**src/rtl/uart_pkg.sv**
```systemverilog
`default_nettype none
// ============================================================================
//  Module      : uart_pkg
//  Description : Definitions shared by the UART receiver and transmitter.
//                Holds the frame state encoding, the oversampling factor,
//                the half-bit factor and the prescale sanitising helper.
//  Revision    : 1.0  initial release
// ============================================================================
package uart_pkg;

   // clk cycles per bit = prescale * OVERSAMPLE
   localparam int OVERSAMPLE = 8;
   // Distance from the start edge to mid start bit, in units of prescale
   localparam int HALF_BIT   = 4;

   // Shift amounts equivalent to the two factors above (both are powers of two)
   localparam int OVS_SHIFT  = $clog2(OVERSAMPLE);
   localparam int HALF_SHIFT = $clog2(HALF_BIT);

   typedef enum logic [1:0] {
      IDLE  = 2'd0,
      START = 2'd1,
      DATA  = 2'd2,
      STOP  = 2'd3
   } uart_state_e;

   // A prescale of zero would give a zero-length bit; run it as 1 instead.
   function automatic logic [15:0] eff_prescale(input logic [15:0] p);
      return (p == 16'd0) ? 16'd1 : p;
   endfunction

endpackage
`default_nettype wire

```
**src/rtl/uart_sync2.sv**
```systemverilog
`default_nettype none
// ============================================================================
//  Module      : uart_sync2
//  Description : Two-flop synchroniser for an asynchronous serial line.
//                Both flops reset to 1, matching the idle level of the line,
//                so no spurious start bit is seen when reset is released.
//  Ports       : clk  - clock
//                rst  - asynchronous active-high reset
//                d_i  - asynchronous input
//                q_o  - synchronised output (two clk cycles of latency)
//  Revision    : 1.0  initial release
// ============================================================================
module uart_sync2 (
   input  logic clk,
   input  logic rst,
   input  logic d_i,
   output logic q_o
);

   logic [1:0] sync_q;

   always_ff @(posedge clk or posedge rst) begin
      if (rst) begin
         sync_q <= 2'b11;
      end else begin
         sync_q <= {sync_q[0], d_i};
      end
   end

   assign q_o = sync_q[1];

endmodule
`default_nettype wire

```
**src/rtl/uart_rx.sv**
```systemverilog
`default_nettype none
// ============================================================================
//  Module      : uart_rx
//  Description : UART receiver, 8x oversampled, with an AXI-Stream style
//                single-entry output. Detects the start edge, samples every
//                bit at its centre, checks the stop bit and reports frame
//                and overrun errors as one-cycle pulses.
//  Ports       : clk           - clock (rising edge)
//                rst           - asynchronous active-high reset
//                rxd           - serial line, asynchronous, idle high
//                prescale      - bit period = prescale*8 clk cycles
//                m_axis_tdata  - received word
//                m_axis_tvalid - tdata holds an unconsumed word
//                m_axis_tready - downstream accepts the word
//                busy          - frame reception in progress
//                frame_error   - pulse: stop bit sampled low
//                overrun_error - pulse: word completed while tvalid was high
//  Revision    : 1.0  initial release
// ============================================================================
module uart_rx
   import uart_pkg::*;
#(
   parameter int DATA_WIDTH = 8   // must be at least 2
) (
   input  logic                  clk,
   input  logic                  rst,
   input  logic                  rxd,
   input  logic [15:0]           prescale,
   output logic [DATA_WIDTH-1:0] m_axis_tdata,
   output logic                  m_axis_tvalid,
   input  logic                  m_axis_tready,
   output logic                  busy,
   output logic                  frame_error,
   output logic                  overrun_error
);

   // Wide enough for prescale*OVERSAMPLE-1 with 16-bit prescale, so no wrap.
   localparam int CNT_W     = 16 + OVS_SHIFT;
   localparam int BIT_CNT_W = $clog2(DATA_WIDTH);

   logic                  rxd_s;
   uart_state_e           state_q;
   logic [CNT_W-1:0]      cnt_q;
   logic [15:0]           presc_q;
   logic [BIT_CNT_W-1:0]  bit_cnt_q;
   logic [DATA_WIDTH-1:0] shift_q;
   logic                  armed_q;
   logic [DATA_WIDTH-1:0] tdata_q;
   logic                  tvalid_q;
   logic                  busy_q;
   logic                  fe_q;
   logic                  ov_q;

   logic [15:0]           presc_in_d;
   logic [CNT_W-1:0]      start_reload_d;
   logic [CNT_W-1:0]      bit_reload_d;
   logic                  handshake_d;

   uart_sync2 u_sync (
      .clk (clk),
      .rst (rst),
      .d_i (rxd),
      .q_o (rxd_s)
   );

   // The start-edge load uses the live prescale; every later reload uses the
   // value latched at the start edge so mid-frame changes have no effect.
   assign presc_in_d     = eff_prescale(prescale);
   assign start_reload_d = (CNT_W'(presc_in_d) << HALF_SHIFT) - CNT_W'(1);
   assign bit_reload_d   = (CNT_W'(presc_q) << OVS_SHIFT) - CNT_W'(1);
   assign handshake_d    = tvalid_q && m_axis_tready;

   always_ff @(posedge clk or posedge rst) begin
      if (rst) begin
         state_q   <= IDLE;
         cnt_q     <= '0;
         presc_q   <= 16'd1;
         bit_cnt_q <= '0;
         shift_q   <= '0;
         armed_q   <= 1'b1;
         tdata_q   <= '0;
         tvalid_q  <= 1'b0;
         busy_q    <= 1'b0;
         fe_q      <= 1'b0;
         ov_q      <= 1'b0;
      end else begin
         fe_q <= 1'b0;
         ov_q <= 1'b0;

         // A completing frame below overrides this clear.
         if (handshake_d) begin
            tvalid_q <= 1'b0;
         end

         case (state_q)
            IDLE: begin
               // armed_q is cleared by a frame error so a held-low break
               // line cannot retrigger; it needs to see the line high first.
               if (rxd_s) begin
                  armed_q <= 1'b1;
               end else if (armed_q) begin
                  presc_q <= presc_in_d;
                  cnt_q   <= start_reload_d;
                  busy_q  <= 1'b1;
                  state_q <= START;
               end
            end

            START: begin
               if (cnt_q != '0) begin
                  cnt_q <= cnt_q - CNT_W'(1);
               end else if (rxd_s) begin
                  // Line back high at mid start bit: glitch, not a frame.
                  busy_q  <= 1'b0;
                  state_q <= IDLE;
               end else begin
                  cnt_q     <= bit_reload_d;
                  bit_cnt_q <= '0;
                  state_q   <= DATA;
               end
            end

            DATA: begin
               if (cnt_q != '0) begin
                  cnt_q <= cnt_q - CNT_W'(1);
               end else begin
                  // LSB first: the first bit ends up in bit 0 after all shifts.
                  shift_q <= {rxd_s, shift_q[DATA_WIDTH-1:1]};
                  cnt_q   <= bit_reload_d;
                  if (bit_cnt_q == BIT_CNT_W'(DATA_WIDTH - 1)) begin
                     state_q <= STOP;
                  end else begin
                     bit_cnt_q <= bit_cnt_q + BIT_CNT_W'(1);
                  end
               end
            end

            STOP: begin
               if (cnt_q != '0) begin
                  cnt_q <= cnt_q - CNT_W'(1);
               end else begin
                  busy_q  <= 1'b0;
                  state_q <= IDLE;
                  if (rxd_s) begin
                     tdata_q  <= shift_q;
                     tvalid_q <= 1'b1;
                     // A word taken in this same cycle is consumed, not lost.
                     ov_q     <= tvalid_q && !m_axis_tready;
                  end else begin
                     fe_q    <= 1'b1;
                     armed_q <= 1'b0;
                  end
               end
            end

            default: begin
               state_q <= IDLE;
            end
         endcase
      end
   end

   assign m_axis_tdata  = tdata_q;
   assign m_axis_tvalid = tvalid_q;
   assign busy          = busy_q;
   assign frame_error   = fe_q;
   assign overrun_error = ov_q;

endmodule
`default_nettype wire

```
**config.mk**
```make
export PLATFORM = sky130hd
export DESIGN_NAME = uart_rx
export DESIGN_NICKNAME = d
export VERILOG_FILES = /design/src/rtl/uart_pkg.sv /design/src/rtl/uart_sync2.sv /design/src/rtl/uart_rx.sv
export SDC_FILE = /design/constraint.sdc
export NUM_CORES = 1
export LEC_CHECK = 0
export BUFFER_PORTS_ARGS = -buffer_cell sky130_fd_sc_hd__buf_2
export CAP_MARGIN = 0
export CORE_ASPECT_RATIO = 0.9
export CORE_MARGIN = 2
export CORE_UTILIZATION = 35
export DETAILED_ROUTE_END_ITERATION = 8
export SYNTH_ARGS = -nofsm -noshare
export SYNTH_HDL_FRONTEND = slang
export SYNTH_SLANG_ARGS = --single-unit
```
**constraint.sdc**
```tcl
create_clock -name clk -period 5.91 [get_ports clk]
set_clock_uncertainty 0.15 [all_clocks]
set_input_delay 0.591 -clock clk [delete_from_list [all_inputs] [get_ports clk]]
set_output_delay 0.591 -clock clk [all_outputs]
set_load 0.02 [all_outputs]
```
==> impl_metrics.tcl, run 1 <==
set metrics [dict create \
    outcome "finished clean" \
    postLayoutSetupSlackWorst_ps 2742 \
    ioPinCount 32 \
    grt_pass1_wl_um 16280 \
    synth_area_leaders "dfrtp_1, mux2_2, xnor2_1, a21oi_1, nand2_1" \
    yosys.area.top_type "dfrtp_1" \
    first_global_vias 3148 \
    leakage_nw 1.880 \
    post_cts_resized 0 \
    path_class "reg2reg" \
    vias 3250 \
    worstReg2RegEnd "cnt_q[16]$_DFFE_PP0P_" \
    antennaDiodeCount 0 \
    cp-end-kind "register" \
    finalSetupTns_ps 0 \
    clockBufferDepth 2 \
    min_period_ps 3168 \
    ys_seq_elements 63 \
    fin_crit_sh_pct 53.60 \
    vias_per_cell 5.702 \
    pre_cts_slack_ps 2644 \
    crit_path_max_fanout 27 \
    layout.cells.non_filler 570 \
    synthFlopType "dfrtp_1" \
    track_usage_pct 17.63 \
    ir_drop_mv 0.2116 \
    drv_slew 0 \
    cts_buffers 9 \
    die-area_um2 11850 \
    nets 461 \
    holdCritPathClass "reg2reg" \
    routedWlPerCell_um 17.22 \
    rsz0062_at_grt "no" \
    syn_area_um2 3849 \
    arrival_ps 3230 \
    relSlewSlack_pct 33.95 \
    yosysTopAreaCellShare_pct 38.36 \
    firstDrtPassIters 5 \
    yosys_warnings 0 \
    async_flop_share_pct 100.0 \
    rr_startpoint "state_q[0]$_DFFE_PP0P_" \
    gp_congestion 0.9060 \
    route.detailed.drc 0 \
    max_freq_mhz 315.7 \
    power.density_nw_per_um2 482.7 \
    synth-seq-area-share_pct 41.09 \
    hold_end "u_sync.sync_q[1]$_DFF_PP1_" \
    tightestPinTransition_ps 988.0 \
    r2r_cells 7 \
    min_from "u_sync.sync_q[0]$_DFF_PP1_" \
    required_ps 5970 \
    synth_cell_types 59 \
    wirelength_um 9818 \
    drv_cap 0 \
    drtAntennaViolNets 0 \
    core_um2 10770 \
    synth-edff-count 0 \
    drt_iter0_drc 251 \
    syn_nets 436 \
    port_buffers 31 \
    clkTransAtPathRegs_ps 60 \
    grt-ovfl-total 0 \
    syn_inst 407 \
    grt_max_degree 64 \
    die_h_um 103.5 \
    antenna_found_initial 0 \
    report.final.setup_viol 0 \
    root_buffer "clkbuf_16" \
    hold_violations 0 \
    drive_gt1_share_pct 21.28 \
    clock_sink_count 63 \
    hold_buffers 0 \
    cts_tree "yes" \
    insertion_delay_ps 330 \
    post_cts_buffers 0 \
    r2r_slack_ps 2740 \
    avgSynthCellArea_um2 9.456 \
    critPathLaunchType "register" \
    die_w_um 114.5 \
    area_delta_synth_final_pct 14.17 \
    row_count 36 \
    dp_hpwl_um 7042 \
    htreeDepth 3 \
    start_util_pct 35.75 \
    whs_path_depth 0 \
    dp.cells 554 \
]
## cells in the final DEF (no fill, tap or decap), types with 5 or more instances in the layout
cell	n
dfrtp_1	59
nand2_1	33
buf_2	31
mux2_2	30
a21oi_1	27
nor2_1	24
o21ai_0	24
xnor2_1	16
nand3_1	15
nor4_1	13
inv_1	13
xor2_1	12
nor3_1	11
or4_1	9
ha_1	9
clkbuf_16	9
o31ai_1	7
a31oi_1	6
nor3b_1	5
or3_1	5
a22o_1	5
## sequential cells by signal, indices dropped and copies added (netlist names), named ones only
signal         count
armed_q            1
bit_cnt_q          3
busy               1
cnt_q             19
frame_error        1
m_axis_tdata       8
m_axis_tvalid      1
overrun_error      1
presc_q           16
shift_q            8
state_q            1
u_sync.sync_q      2
## synth_stat cells (2+ instances only)
library cell	n
o22ai_1	3
dfstp_2	4
o2111ai_1	2
buf_2	2
nor2_1	24
a21o_1	4
ha_1	9
a221o_1	2
nor2b_1	4
and3_1	3
nand2_1	33
a211oi_1	2
nor3_1	11
a21oi_1	27
o211ai_1	2
o21ai_0	24
nor4_1	13
inv_1	14
o31ai_1	7
a211o_1	2
mux2_2	30
nor4_2	2
nand3_1	15
nand3b_1	2
nor3b_1	5
a221oi_1	2
or4_1	9
xor2_1	12
or3_1	5
dfrtp_1	59
clkbuf_1	15
a31oi_1	6
a22o_1	5
o41ai_1	2
a31o_2	3
xnor2_1	16
nand4_1	3
nand2b_1	3
## layer usage
layer / vias to the layer above / wire length (um) / global-route usage [%]
met1: 1575 / 4633 / 23.83
met5: - / 0 / 0
li1: 1569 / - / -
met4: 0 / 176 / 5.816
met3: 13 / 427 / 3.846
met2: 93 / 4581 / 28.36
## area by class of cell
cell class              instances  area [um^2]
flip-flops and latches         63         1582
inverters                      14        52.55
well taps                     133        166.4
clock inverters                 6        61.31
repair buffers                 33        170.2
multi-input cells             311         2133
fillers                      1038         6371
clock buffers                  10        229.0
## worst max-delay path by stage
stage	from	endpoint	slack, ps	cells past startpoint
floorplan	cnt_q[0]$_DFFE_PP0P_	register	3150	10
global placement	prescale[8]	cnt_q[10]$_DFFE_PP0P_	2780	11
detailed placement	prescale[8]	cnt_q[10]$_DFFE_PP0P_	2640	11
CTS	state_q[0]$_DFFE_PP0P_	cnt_q[16]$_DFFE_PP0P_	2770	7
global route	state_q[0]$_DFFE_PP0P_	cnt_q[16]$_DFFE_PP0P_	2540	7
finish	state_q[0]$_DFFE_PP0P_	cnt_q[16]$_DFFE_PP0P_	2740	7
## power breakdown
group	leakage (nW)	switching, mW	total, mW	internal (mW)
Clock	0.142	0.197	0.522	0.325
Sequential	0.793	0.179	0.748	0.569
Combinational	0.944	0.486	0.851	0.365
## worst max-delay path, cell delays in order (launching register included)
cell      delay, ps
dfrtp_1         420
inv_1           120
ha_1            700
a21boi_1        690
a31o_2          560
or3_1           190
a221o_1         140
nand3_1          70
## kinds of logic after synthesis
logic type               Yosys count  synth area share (%)
multiplexers                      31                 9.038
adder cells (fa/ha/maj)            9                 2.926
AND/OR/NAND/NOR                  139                 19.57
XOR/XNOR                          28                 6.372
buffers and inverters             33                 3.478
flip-flops                        63                 41.09
AO/OA/AOI/OAI                    104                 17.52
## stage by stage
step	power, mW	hold WS [ps]	utilization (%)	area [um^2]
3_5_place_dp	1.593	204.2	38.12	4104
3_3_place_gp	1.581	197.6	38.12	4104
2_1_floorplan	1.364	195.2	-	3849
4_1_cts	2.120	204.4	40.82	4394
6_report	2.121	208.3	40.82	4394
5_1_grt	2.277	197.7	40.82	4394
Note: power is estimated with default switching activity, not from simulation.
==> run 2, diff against run 1 <==
ABC_AREA = 1   (was default)
clock period = 2.6 ns   (was 5.91 ns; I/O delays follow)
==> run 2 against run 1 <==
Effect of this change: power increased to 2.5 times the previous value; sequential cell count unchanged; critical endpoint is now cnt_q[4]$_DFFE_PP0P_; via count increased by 26%; largest cell class unchanged; cell area increased by 13%; first-iteration DRC count increased by 70%; fmax increased by 36%.
==> impl_metrics.tcl, run 2 <==
set metrics [dict create \
    ioPinCount 32 \
    route.top_layer_used "met4" \
    insertion_delay_ps 340 \
    routedWlPerCell_um 14.56 \
    wl_met1_um 5906 \
    synth-seq-area-share_pct 37.28 \
    max_freq_mhz 429.9 \
    rsz0062_at_grt "no" \
    dp_hpwl_um 8982 \
    outcome "finished clean" \
    swShare_pct 43.24 \
    root_buffer "clkbuf_16" \
    grt_pass1_wl_um 19640 \
    nets 685 \
    cts_tree "yes" \
    ys_seq_elements 63 \
    start_util_pct 35.55 \
    largest_reg_flops 19 \
    holdCritPathClass "in2reg" \
    ir_drop_mv 0.4805 \
    crit_path_max_fanout 10 \
    die-area_um2 13020 \
    whs_path_depth 4 \
    clock_sink_count 63 \
    core_um2 11930 \
    drv_slew 0 \
    async_flop_share_pct 100.0 \
    die_h_um 108.5 \
    firstDrtPassIters 6 \
    p_int_mw 3.058 \
    power.density_nw_per_um2 1081 \
    worstReg2RegEnd "cnt_q[4]$_DFFE_PP0P_" \
    crit_top_cell "nand2_1" \
    clockBufferDepth 2 \
    pre_cts_slack_ps 138.7 \
    port_buffers 31 \
    r2r_cells 12 \
    cp.depth 12 \
    critPathLaunch "cnt_q[0]$_DFFE_PP0P_" \
    final_cell_mix "nand2_1, nor2_1, inv_1" \
    yosysTopAreaCellShare_pct 34.80 \
    vias_per_cell 4.993 \
    synthFlopType "dfrtp_1" \
    route.met2.wl_um 5214 \
    drt_iter0_drc 426 \
    path_class "reg2reg" \
    cp-end-kind "register" \
    synth.most_common_cell "nand2_1" \
    wirelength_um 11950 \
    r2r_slack_ps 270 \
    drv_cap 0 \
    critPathLaunchType "register" \
    tightestPinTransition_ps 588.3 \
    synth_cell_types 41 \
    finalSetupTns_ps 0 \
    fin_crit_sh_pct 89.47 \
    leakage_nw 2.395 \
    rr_startpoint "cnt_q[0]$_DFFE_PP0P_" \
    report.final.setup_viol 0 \
    syn_nets 646 \
    postLayoutSetupSlackWorst_ps 273.7 \
    top_regs "cnt_q (19), presc_q (16)" \
    comb_power_share_pct 42.8 \
    grt_max_degree 64 \
    crit_chain "inv_1 > ha_1 > nand2_2 > nor2_4 > nand3_2 > nor3_2 > o21ai_2 > nand2_4 > buf_4 > a21oi_1 > nand2_1 > nand2_1" \
    gp_congestion 0.8849 \
    p_seq_share_pct 30.4 \
    min_from "m_axis_tready" \
    required_ps 2680 \
    relSlewSlack_pct 60.63 \
    cts_buffers 9 \
    hold_violations 0 \
    synth-edff-count 0 \
    drtAntennaViolNets 0 \
    htreeDepth 3 \
    vias 4099 \
    min_period_ps 2326 \
    clkTransAtPathRegs_ps 60 \
    grt-ovfl-total 0 \
    clkPwrFrac_pct 26.8 \
    crit_buf_inv 2 \
    syn_area_um2 4243 \
    row_count 38 \
    track_usage_pct 19.51 \
    cp_top_family "simple AND/OR/NAND/NOR gates" \
    yosys_warnings 0 \
    post_cts_buffers 0 \
    final_util_pct 41.78 \
    slowest_delay_ps 380 \
    area_delta_synth_final_pct 17.52 \
    avgSynthCellArea_um2 6.877 \
    antenna_found_initial 0 \
    synth_area_leaders "dfrtp_1, nand2_1, nor2_1, inv_1, nand3_1" \
    place_area_um2 4609 \
    die_w_um 120.1 \
    final_area_um2 4986 \
    synthTopCellsByCount "nand2_1, nor2_1, inv_1" \
    first_global_vias 3779 \
    antennaDiodeCount 0 \
    yosys.area.top_type "dfrtp_1" \
    p_switching_mw 2.330 \
    syn_inst 617 \
    max_flop_register "cnt_q" \
    post_cts_resized 0 \
    final_common_cell "nand2_1" \
    worst_path_max_delay_cell "dfrtp_1" \
    hold_end "overrun_error$_DFF_PP0_" \
    arrival_ps 2400 \
    route.detailed.drc 0 \
    wl_met3_um 649 \
    drive_gt1_share_pct 13.77 \
]
## run 2: cell count changes after synthesis, sizes merged, moves of 6 or more
cell    change
nand3      +35
nor2       +67
inv        +55
or4         -9
nand2     +150
xnor2      -11
a21oi       -8
o21ai      +30
o31ai       -6
mux2       -29
clkbuf      -7
nor4       -16
## run 2: cell type report
cell class	count	area [um^2]
well taps	160	200.2
inverters	70	264.0
fillers	1208	6948
flip-flops and latches	63	1582
repair buffers	44	270.3
multi-input cells	468	2313
clock inverters	5	103.9
clock buffers	11	252.7
## run 2: cell families (layout without fill, tap and decap cells)
| logic type | Yosys count | after routing | share of synthesized area (%) |
|---|---|---|---|
| adders and majority gates | 9 | 9 | 2.654 |
| AOI/OAI and AO/OA | 86 | 86 | 11.06 |
| xor gates and xnor gates | 22 | 22 | 4.541 |
| buffers and inverters | 86 | 130 | 8.198 |
| and+or+nand+nor | 350 | 350 | 36.01 |
| DFF | 63 | 63 | 37.28 |
| muxes | 1 | 1 | 0.2654 |
## run 2: power groups by stage
stage | clock, mW | combinational (mW) | sequential, mW
detailed placement | 0 | 2.28 | 1.65
global route | 1.50 | 2.62 | 1.68
CTS | 1.48 | 2.30 | 1.63
global placement | 0 | 2.26 | 1.64
finish | 1.44 | 2.31 | 1.64
floorplan | 0 | 1.73 | 1.55
## run 2: per-layer routing
layer | vias up | global-route usage [%]
met5 | - | 0
met4 | 0 | 6.555
met3 | 14 | 4.219
met2 | 86 | 29.14
met1 | 1953 | 27.93
li1 | 2046 | -
## run 2: tightest hold or removal path: stages
cell     delay, ps
buf_2           70
inv_1           30
nand2_1         60
nor2_1          50
## run 2: repair_timing
| item | CTS | global route |
|---|---|---|
| setup endpoints to repair | 0 | 0 |
| endpoints found under the hold margin | 60 | 0 |
| hold buffers | 2 | 0 |
## run 2: worst max-delay path by stage
stage,to,slack [ps]
floorplan,cnt_q[12]$_DFFE_PP0P_,580
global placement,cnt_q[12]$_DFFE_PP0P_,200
detailed placement,cnt_q[12]$_DFFE_PP0P_,140
CTS,cnt_q[4]$_DFFE_PP0P_,280
global route,cnt_q[8]$_DFFE_PP0P_,100
finish,cnt_q[4]$_DFFE_PP0P_,270
## run 2: stage by stage
stage,power [mW],std cells,hold WS (ps)
finish,5.388,821,15.30
detailed placement,3.925,803,197.8
global route,5.808,821,40.49
global placement,3.899,803,196.4
floorplan,3.282,617,114.5
CTS,5.405,821,3.377
